--- src/rtl/pc_pkg.sv ---
// Shared types and defaults for the program-counter sequencer.
// Optional feature macro: PC_STACK_CHK_EN (RAS overflow/underflow checking).
package pc_pkg;

   localparam int PC_D_DEF        = 10;
   localparam int PC_O_DEF        = 8;
   localparam int PC_S_DEF        = 4;
   localparam int PC_RESET_PC_DEF = 0;

   typedef enum logic [2:0] {
      PC_INC,
      PC_REL,
      PC_ABS,
      PC_CALL,
      PC_RET,
      PC_HOLD
   } pc_op_e;

   typedef enum logic {
      RUN,
      HALT
   } pc_state_e;

   // Priority encoder: hold beats ret, ret beats call, call beats jump,
   // jump beats branch, and increment is the fallback.
   function automatic pc_op_e pc_encode(input logic hold,
                                        input logic ret,
                                        input logic call,
                                        input logic jmp_abs,
                                        input logic br_taken);
      pc_op_e op;
      if (hold)          op = PC_HOLD;
      else if (ret)      op = PC_RET;
      else if (call)     op = PC_CALL;
      else if (jmp_abs)  op = PC_ABS;
      else if (br_taken) op = PC_REL;
      else               op = PC_INC;
      return op;
   endfunction

endpackage

--- src/rtl/pc_seq_if.sv ---
// Control/status bundle between the decoder side and the PC sequencer.
// Optional feature macro: PC_STACK_CHK_EN adds stack_err.
interface pc_seq_if #(
   parameter int D = 10,
   parameter int O = 8,
   parameter int S = 4
);
   localparam int CW = $clog2(S + 1);

   logic          stall;
   logic          jmp_abs;
   logic [D-1:0]  abs_addr;
   logic          br_taken;
   logic [O-1:0]  offset;
   logic          call;
   logic          ret;
   logic          halt_req;
   logic [D-1:0]  prog_ctr;
   logic          halted;
   logic [CW-1:0] ras_cnt;
`ifdef PC_STACK_CHK_EN
   logic          stack_err;
`endif

   modport master (
      output stall, jmp_abs, abs_addr, br_taken, offset, call, ret, halt_req,
`ifdef PC_STACK_CHK_EN
      input  stack_err,
`endif
      input  prog_ctr, halted, ras_cnt
   );

   modport slave (
      input  stall, jmp_abs, abs_addr, br_taken, offset, call, ret, halt_req,
`ifdef PC_STACK_CHK_EN
      output stack_err,
`endif
      output prog_ctr, halted, ras_cnt
   );

endinterface

--- src/rtl/pc_seq_ret_stack.sv ---
// Return-address stack: circular buffer of S entries with a top pointer.
// Optional feature macro: PC_STACK_CHK_EN blocks overflow/underflow and flags err.
module ret_stack
   import pc_pkg::*;
#(
   parameter int D = PC_D_DEF,
   parameter int S = PC_S_DEF
) (
   input  logic                   clk,
   input  logic                   reset,
   input  logic                   push,
   input  logic                   pop,
   input  logic [D-1:0]           wdata,
   output logic [D-1:0]           rdata,
   output logic [$clog2(S+1)-1:0] count,
`ifdef PC_STACK_CHK_EN
   output logic                   err,
`endif
   output logic                   full,
   output logic                   empty
);
   localparam int PW = $clog2(S);
   localparam int CW = $clog2(S + 1);

   logic [PW-1:0] ptr_reg, ptr_next;
   logic [CW-1:0] cnt_reg, cnt_next;
   logic [PW-1:0] wr_ptr;
   logic          do_push, do_pop;
   logic [D-1:0]  rd_arr [S];

   assign full   = (cnt_reg == CW'(S));
   assign empty  = (cnt_reg == '0);
   assign wr_ptr = ptr_reg + PW'(1);

`ifdef PC_STACK_CHK_EN
   logic err_reg;

   assign do_push = push & ~full;
   assign do_pop  = pop & ~empty;
   assign err     = err_reg;

   always_ff @(posedge clk) begin
      if (reset)
         err_reg <= 1'b0;
      else if ((push & full) | (pop & empty))
         err_reg <= 1'b1;
   end
`else
   // Without checking, the buffer simply wraps in both directions.
   assign do_push = push;
   assign do_pop  = pop;
`endif

   always_comb begin
      ptr_next = ptr_reg;
      cnt_next = cnt_reg;
      if (do_pop) begin
         ptr_next = ptr_reg - PW'(1);
         cnt_next = empty ? cnt_reg : cnt_reg - CW'(1);
      end else if (do_push) begin
         ptr_next = wr_ptr;
         cnt_next = full ? cnt_reg : cnt_reg + CW'(1);
      end
   end

   always_ff @(posedge clk) begin
      if (reset) begin
         ptr_reg <= '0;
         cnt_reg <= '0;
      end else begin
         ptr_reg <= ptr_next;
         cnt_reg <= cnt_next;
      end
   end

   // Entry contents carry no reset; stale data is architecturally visible.
   for (genvar gi = 0; gi < S; gi++) begin : g_entry
      logic [D-1:0] entry_reg;

      always_ff @(posedge clk) begin
         if (do_push && !do_pop && wr_ptr == PW'(gi))
            entry_reg <= wdata;
      end

      assign rd_arr[gi] = entry_reg;
   end

   assign rdata = rd_arr[ptr_reg];
   assign count = cnt_reg;

endmodule

--- src/rtl/pc_seq.sv ---
// Program-counter sequencer: priority mux, PC adders, RUN/HALT FSM and a RAS.
// Optional feature macro: PC_STACK_CHK_EN (checked RAS with sticky stack_err).
module pc_seq
   import pc_pkg::*;
#(
   parameter int          D        = PC_D_DEF,
   parameter int          O        = PC_O_DEF,
   parameter int          S        = PC_S_DEF,
   parameter int unsigned RESET_PC = PC_RESET_PC_DEF
) (
   input  logic    clk,
   input  logic    reset,
   pc_seq_if.slave bus
);
   localparam int CW = $clog2(S + 1);

   pc_state_e     state_reg, state_next;
   logic [D-1:0]  pc_reg, pc_next;
   logic [D-1:0]  pc_inc, pc_rel, off_ext;
   logic [D-1:0]  ras_rdata;
   logic [CW-1:0] ras_count;
   logic          ras_full, ras_empty;
   logic          ras_push, ras_pop;
   logic          hold;
   pc_op_e        op;

   assign off_ext = D'($signed(bus.offset));
   assign pc_inc  = pc_reg + D'(1);
   assign pc_rel  = pc_reg + off_ext;

   // halt_req freezes the PC on the very edge it is accepted.
   assign hold = bus.stall | bus.halt_req | (state_reg == HALT);
   assign op   = pc_encode(hold, bus.ret, bus.call, bus.jmp_abs, bus.br_taken);

   always_comb begin
      state_next = state_reg;
      pc_next    = pc_reg;
      ras_push   = 1'b0;
      ras_pop    = 1'b0;

      if (state_reg == RUN && !bus.stall && bus.halt_req)
         state_next = HALT;

      case (op)
         PC_RET: begin
            ras_pop = 1'b1;
`ifdef PC_STACK_CHK_EN
            pc_next = ras_empty ? pc_inc : ras_rdata;
`else
            pc_next = ras_rdata;
`endif
         end
         PC_CALL: begin
            ras_push = 1'b1;
            pc_next  = bus.abs_addr;
         end
         PC_ABS:  pc_next = bus.abs_addr;
         PC_REL:  pc_next = pc_rel;
         PC_INC:  pc_next = pc_inc;
         default: pc_next = pc_reg;
      endcase
   end

   always_ff @(posedge clk) begin
      if (reset) begin
         state_reg <= RUN;
         pc_reg    <= D'(RESET_PC);
      end else begin
         state_reg <= state_next;
         pc_reg    <= pc_next;
      end
   end

   ret_stack #(
      .D (D),
      .S (S)
   ) u_ret_stack (
      .clk   (clk),
      .reset (reset),
      .push  (ras_push),
      .pop   (ras_pop),
      .wdata (pc_inc),
      .rdata (ras_rdata),
      .count (ras_count),
`ifdef PC_STACK_CHK_EN
      .err   (bus.stack_err),
`endif
      .full  (ras_full),
      .empty (ras_empty)
   );

   // Occupancy flags are informational here except in the checked build.
   logic ras_flags_unused;
   assign ras_flags_unused = ras_full ^ ras_empty;

   assign bus.prog_ctr = pc_reg;
   assign bus.halted   = (state_reg == HALT);
   assign bus.ras_cnt  = ras_count;

endmodule

--- src/flat_wrapper.sv ---
// flat-port wrapper written by rule: the top's interface ports become plain ports
module pc_seq_flat import pc_pkg::*;
#(
   parameter int          D        = PC_D_DEF,
   parameter int          O        = PC_O_DEF,
   parameter int          S        = PC_S_DEF,
   parameter int unsigned RESET_PC = PC_RESET_PC_DEF
)
  (clk, reset, bus_stall, bus_jmp_abs, bus_abs_addr, bus_br_taken, bus_offset, bus_call, bus_ret, bus_halt_req, bus_prog_ctr, bus_halted, bus_ras_cnt);
  pc_seq_if #(.D(D), .O(O), .S(S)) bus_i ();
  input  logic clk;
  input  logic reset;
  input wire logic [$bits(bus_i.stall)-1:0] bus_stall;
  input wire logic [$bits(bus_i.jmp_abs)-1:0] bus_jmp_abs;
  input wire logic [$bits(bus_i.abs_addr)-1:0] bus_abs_addr;
  input wire logic [$bits(bus_i.br_taken)-1:0] bus_br_taken;
  input wire logic [$bits(bus_i.offset)-1:0] bus_offset;
  input wire logic [$bits(bus_i.call)-1:0] bus_call;
  input wire logic [$bits(bus_i.ret)-1:0] bus_ret;
  input wire logic [$bits(bus_i.halt_req)-1:0] bus_halt_req;
  output wire logic [$bits(bus_i.prog_ctr)-1:0] bus_prog_ctr;
  output wire logic [$bits(bus_i.halted)-1:0] bus_halted;
  output wire logic [$bits(bus_i.ras_cnt)-1:0] bus_ras_cnt;
  assign bus_i.stall = bus_stall;
  assign bus_i.jmp_abs = bus_jmp_abs;
  assign bus_i.abs_addr = bus_abs_addr;
  assign bus_i.br_taken = bus_br_taken;
  assign bus_i.offset = bus_offset;
  assign bus_i.call = bus_call;
  assign bus_i.ret = bus_ret;
  assign bus_i.halt_req = bus_halt_req;
  assign bus_prog_ctr = bus_i.prog_ctr;
  assign bus_halted = bus_i.halted;
  assign bus_ras_cnt = bus_i.ras_cnt;
  pc_seq #(.D(D), .O(O), .S(S), .RESET_PC(RESET_PC)) u_core (.clk(clk), .reset(reset), .bus(bus_i));
endmodule
--- config.mk ---
export PLATFORM = sky130hd
export DESIGN_NAME = pc_seq_flat
export DESIGN_NICKNAME = d
export VERILOG_FILES = /design/src/rtl/pc_pkg.sv /design/src/rtl/pc_seq_if.sv /design/src/rtl/pc_seq_ret_stack.sv /design/src/rtl/pc_seq.sv /design/src/flat_wrapper.sv
export SDC_FILE = /design/constraint.sdc
export NUM_CORES = 1
export LEC_CHECK = 0
export CAP_MARGIN = 15
export CORE_MARGIN = 1
export CORE_UTILIZATION = 60
export DETAILED_ROUTE_END_ITERATION = 16
export PLACE_DENSITY = 0.85
export SLEW_MARGIN = 25
export SYNTH_ARGS = -nofsm -noshare
export SYNTH_HDL_FRONTEND = slang
export SYNTH_SLANG_ARGS = --single-unit
--- constraint.sdc ---
create_clock -name clk -period 3.6 [get_ports clk]
set_input_delay 0.54 -clock clk [delete_from_list [all_inputs] [get_ports clk]]
set_output_delay 0.54 -clock clk [all_outputs]
set_load 0.01 [all_outputs]
* Yosys cells after proc, flatten, opt, wreduce, memory -nomap -nowiden *
Index checks and enable logic that the tools add are counted.
W data, S select, Z words.

storage, ports and cells
  logic and storage cells = 62
  register bits after elaboration = 56

cells by class
  bitwise gates (word level) = 4
  mux-type cells = 17
  reductions and logical operators = 16
  equal/unequal tests = 10
  add/sub/neg operators = 6
  order comparisons = 1

operators by type and width
  operator                 number
  $pmux W10 S4             1
  $mux W3                  8
  $bmux W10 S2             1
  $mux W10                 2
  $add A10 B1 Y10 const B  1
  $add A10 B10 Y10         1
  $logic_and A1 B1 Y1      7
  $eq A3 B2 Y1 const B     2
  $eq A3 B3 Y1 const B     2
  $logic_not A3 Y1         2
  $eq A2 B2 Y1 const B     2
  $mux W2                  2
  $reduce_bool A4 Y1       1
  $add A3 B1 Y3 const B    1
  $eq A3 B1 Y1 const B     1
  $ge A3 B3 Y1 const B     1
  $mux W1                  3
  $not A2 Y3               1
  $reduce_and A3 Y1        1
  $sub A3 B1 Y3 const B    1
  $add A2 B1 Y2 const B    1
  $eq A2 B1 Y1 const B     1
  $logic_not A1 Y1         2
  $logic_not A2 Y1         1
  7 further kinds          8

* Depth between registers and ports, before layout *
  word-level depth = 10
  gate-level depth with buffers = 8

* Hierarchy *
A second synthesis with hierarchy kept.

unflattened totals
  cells, all modules = 287
  area total of the unflattened synthesis = 3200.6 µm²

modules (own cells, without submodules)
  module     seq. area each (µm²)  area each (µm²)  cells each  instances
  ret_stack  1301.2                1806.7           95          1
  pc_seq     220.2                 1393.8           192         1

* Least setup slack after synthesis *
No wires, ideal clock.

  kind = input-to-reg
  from = input bus_offset[0]
  to = register u_core.pc_reg[6] (netlist: u_core.bus.prog_ctr[6])
  library setup time = 0.103 ns
  stages on the path = 7
  arrival time = 2.249 ns
  path buffers = 0
  data required time = 3.497 ns
  path slack = 1.247 ns
  cells stage by stage = ha_1 -> fa_1 -> a21o_1 -> a22oi_1 -> a21oi_1 -> or3b_1 -> a2111oi_2

on the way
  longest elaborated chain between the ends = 2

RTL lines
  what                  RTL line            RTL
  start, declared       flat_wrapper.sv:17  input wire logic [$bits(bus_i.offset)-1:0] bus_offset;
  $add A10 B10 Y10      pc_seq.sv:29        assign pc_rel = pc_reg + off_ext;
  $pmux W10 S4          pc_seq.sv:44        case (op)
  end signal, assigned  pc_seq.sv:67        pc_reg <= D'(RESET_PC);
  end signal, assigned  pc_seq.sv:70        pc_reg <= pc_next;
  end, declared         pc_seq.sv:18        logic [D-1:0] pc_reg, pc_next;

No other way between the ends.
A chain may end at the register's enable or synchronous reset.

* Final worst setup path *
Same ends and word-level chain as after synthesis.

==> impl_metrics.xml <==
<?xml version="1.0" encoding="UTF-8"?>
<metrics>
  <group name="finish">
    <metric name="utilization" unit="%">72.8</metric>
    <metric name="fillerInstances" unit="">378</metric>
    <metric name="max_ffs_per_register" unit="">40</metric>
    <metric name="diodes" unit="">0</metric>
    <metric name="post-route-cell-area" unit="um2">3720</metric>
    <metric name="design.final.nets" unit="">360</metric>
    <metric name="stdcell_count" unit="">389</metric>
    <metric name="area_growth" unit="%">16.8</metric>
    <metric name="post_route_cells_drive_above_1_share" unit="%">9.40</metric>
  </group>
  <group name="sta">
    <metric name="skew" unit="ns">0.00607</metric>
    <metric name="setup_viol" unit="">0</metric>
    <metric name="timing.final.hold_violations" unit="">0</metric>
    <metric name="timing_max_transition_violations_final" unit="">0</metric>
    <metric name="final.hold.worst_slack" unit="ns">0.546</metric>
    <metric name="rsz_0062_raised_after_global_routing" unit="">false</metric>
    <metric name="layout_worst_path_cycle_share" unit="%">72.1</metric>
    <metric name="max_freq" unit="MHz">385</metric>
    <metric name="max_slew.worst_pin.slew" unit="ns">0.793</metric>
    <metric name="fin_ws" unit="ns">1.00</metric>
    <metric name="finalSetupTns" unit="ns">0</metric>
    <metric name="maxSlewHeadroom" unit="%">47.1</metric>
    <metric name="layout_min_cycle_time" unit="ns">2.60</metric>
  </group>
  <group name="power_and_ir_drop">
    <metric name="power_per_unit_of_standard_cell_area" unit="nW/um2">351</metric>
    <metric name="irDropWorstVdd" unit="mV">0.226</metric>
    <metric name="p_leak" unit="nW">1.29</metric>
    <metric name="post-layout-total-power" unit="mW">1.31</metric>
  </group>
  <group name="floorplan">
    <metric name="placement_rows" unit="">26</metric>
    <metric name="fp.dieArea" unit="um2">5600</metric>
    <metric name="dieHeight" unit="um">74.9</metric>
    <metric name="num_io_pins" unit="">40</metric>
    <metric name="initial_utilization" unit="%">62.3</metric>
    <metric name="core_area" unit="um2">5110</metric>
    <metric name="dieWidth" unit="um">74.9</metric>
  </group>
  <group name="synthesis">
    <metric name="fraction_of_registers_with_async_set_or_reset_after_synthesis" unit="%">0</metric>
    <metric name="yosys.cell_types.count" unit="">58</metric>
    <metric name="ys_warn_count" unit="">0</metric>
    <metric name="synth_edf_count" unit="">40</metric>
    <metric name="postSynthRegisterBits" unit="">56</metric>
    <metric name="post_synth.cell_area_avg" unit="um2">11.3</metric>
    <metric name="mappedNetlistArea" unit="um2">3180</metric>
    <metric name="synth_flop_cell" unit="">edfxtp_1</metric>
    <metric name="syn_nets" unit="">324</metric>
    <metric name="synthCells" unit="">282</metric>
    <metric name="synth-seq-area-share" unit="%">47.8</metric>
  </group>
  <group name="clock_network">
    <metric name="numClockSinks" unit="">56</metric>
    <metric name="numCtsBuffers" unit="">5</metric>
    <metric name="tritoncts" unit="">done</metric>
    <metric name="max-clock-path-buffers" unit="">2</metric>
    <metric name="postcts_resize_cnt" unit="">0</metric>
    <metric name="clock_tree.htree_level_count" unit="">2</metric>
    <metric name="clk_transition_reported_paths" unit="ns">0.10</metric>
    <metric name="cts_root_buf" unit="">clkbuf_8</metric>
    <metric name="number_of_setup_buffers_added_after_cts" unit="">0</metric>
    <metric name="clkLatencyLatePin" unit="ns">0.31</metric>
    <metric name="cts_hold_repair.buffers" unit="">0</metric>
  </group>
  <group name="setup_path">
    <metric name="timing.critical_path.fanout_max" unit="">3</metric>
    <metric name="slowest_stage_delay_on_critical_path" unit="ns">0.41</metric>
    <metric name="worst_ep_arrival_time" unit="ns">2.81</metric>
    <metric name="cp-start-kind" unit="">input port</metric>
    <metric name="worst_r2r_path_depth" unit="">7</metric>
    <metric name="cp-end-kind" unit="">flip-flop</metric>
    <metric name="worst_ep_required_time" unit="ns">3.81</metric>
    <metric name="reg2reg_setup_slack" unit="ns">1.20</metric>
    <metric name="critical_path.slowest_cell" unit="">clkdlybuf4s50_1</metric>
    <metric name="crit-reg2reg-launch" unit="">u_core.bus.prog_ctr[0]</metric>
    <metric name="timing.critical_path.cells" unit="">clkdlybuf4s50_1, ha_1, fa_1, a21o_1, a22oi_1, a21oi_1, or3b_1, a2111oi_2</metric>
    <metric name="reg2reg_to" unit="">u_core.bus.prog_ctr[6]</metric>
    <metric name="timing_worst_setup_path_type" unit="">in -&gt; reg</metric>
  </group>
  <group name="job">
    <metric name="number_of_max_cap_violations" unit="">0</metric>
  </group>
  <group name="global_routing">
    <metric name="grt_first_pass_wirelength" unit="mm">10.9</metric>
    <metric name="grt_antenna_before_repair" unit="">0</metric>
    <metric name="globalRoute.totalOverflow" unit="">0</metric>
    <metric name="aggregate_global_route_resource_usage" unit="%">27.1</metric>
    <metric name="via_count_of_the_first_global_routing_pass" unit="">2248</metric>
    <metric name="grt_start_max_net_pins" unit="">19</metric>
  </group>
  <group name="detailed_routing">
    <metric name="detail_route.wl_per_cell" unit="um">18.2</metric>
    <metric name="drt-total-wl" unit="mm">7.09</metric>
    <metric name="dr.first_iter.drc_count" unit="">235</metric>
    <metric name="post_drt_via_cell_ratio" unit="">6.08</metric>
    <metric name="drt_drc_violations_left" unit="">0</metric>
    <metric name="drt_pre_antenna_iters" unit="">4</metric>
    <metric name="dr_total_vias" unit="">2366</metric>
    <metric name="final_antenna_net_count" unit="">0</metric>
  </group>
  <group name="outcome">
    <metric name="outcome" unit="">finished, final reports clean</metric>
  </group>
  <group name="place">
    <metric name="io_buffers" unit="">39</metric>
    <metric name="place_inst" unit="">381</metric>
    <metric name="post_dp_cell_area" unit="um2">3630</metric>
    <metric name="pre_cts_slack" unit="ns">0.659</metric>
    <metric name="detailedPlacementHpwl" unit="mm">5.17</metric>
    <metric name="routabilityCongestion" unit="">0.895</metric>
  </group>
  <group name="worst_hold_path">
    <metric name="min-delay-start" unit="">u_core.u_ret_stack.count[1]</metric>
    <metric name="min_delay_worst_endpoint" unit="">u_core.u_ret_stack.count[1]</metric>
    <metric name="min-delay-path-class" unit="">reg -&gt; reg</metric>
    <metric name="min_path_cells" unit="">2</metric>
  </group>
</metrics>
## layout make-up
class	count	area, um2	area share, %
Clock buffer	5	68.8	1.85
Inverter	13	48.8	1.31
Tap cell	70	87.6	2.35
Multi-Input combinational cell	198	1550	41.6
Timing Repair Buffer	44	428	11.5
Sequential cell	56	1520	40.9
Clock inverter	3	18.8	0.505
## cells by family after synthesis
family,share of synthesized area [%]
compound gates,12.6
xor+xnor,4.13
fa+ha+maj,6.76
buf+inv,3.65
flops,47.8
mux,9.27
simple gates,15.8
## critical path, delay by kind of cell
| family | cells | cell delay, ns |
|---|---|---|
| compound gates | 4 | 0.87 |
| buf+inv | 1 | 0.41 |
| simple gates | 1 | 0.39 |
| fa+ha+maj | 2 | 0.61 |
## how the worst max path moves through the flow
stage,from,end,slack [ns],cells past startpoint
4_1_cts,bus_offset[0],u_core.bus.prog_ctr[6],1.00,8
6_report,bus_offset[0],u_core.bus.prog_ctr[6],1.00,8
3_5_place_dp,bus_offset[0],u_core.bus.prog_ctr[6],0.66,8
5_1_grt,bus_offset[0],u_core.bus.prog_ctr[6],0.89,8
3_3_place_gp,bus_offset[0],u_core.bus.prog_ctr[6],0.70,8
2_1_floorplan,bus_offset[0],u_core.bus.prog_ctr[6],1.25,7
## placed cells by master (no fill, tap or decap), types with 9 or more instances in the layout
cell	count
clkdlybuf4s50_1	39
mux4_2	10
nor2_1	36
dfxtp_1	16
ha_1	14
nor3_1	10
a21oi_1	9
nand3_1	9
a211oi_1	11
nand2_1	13
edfxtp_1	40
inv_1	13
## report_power, final
part | internal (mW) | switching, mW
clock | 0.135 | 0.206
combinational | 0.115 | 0.117
sequential | 0.706 | 0.0272
## synthesized netlist by cell type (all sizes together), types with 2 or more instances
library cell	n	area share, %
clkbuf	9	1.1
buf	6	1.1
xnor2	7	1.9
ha	14	5.5
or2	2	0.39
nand4	4	0.79
fa	2	1.3
edfxtp	40	38
nor4	2	0.86
mux4	10	7.1
o21ai	6	0.94
a22oi	2	0.47
nand3	10	2.0
nand2	13	1.5
xor2	8	2.2
a311o	2	0.63
inv	13	1.5
nor3	10	1.6
dfxtp	16	10
a21o	2	0.47
a211oi	11	2.6
a21oi	9	1.4
nand2b	3	0.59
and3	6	1.2
a32oi	2	0.55
mux2i	7	2.2
nor3b	4	0.94
nor2	36	4.2
## layer usage
| layer | global-route usage (%) | vias up | part of all wire [%] |
|---|---|---|---|
| met4 | 8.81 | 0 | 1.5 |
| met1 | 36.4 | 1134 | 44 |
| met5 | 0 | - | 0 |
| li1 | - | 1142 | - |
| met2 | 45.6 | 78 | 49 |
| met3 | 4.15 | 12 | 6.0 |
Note: power is estimated with default switching activity, not from simulation.
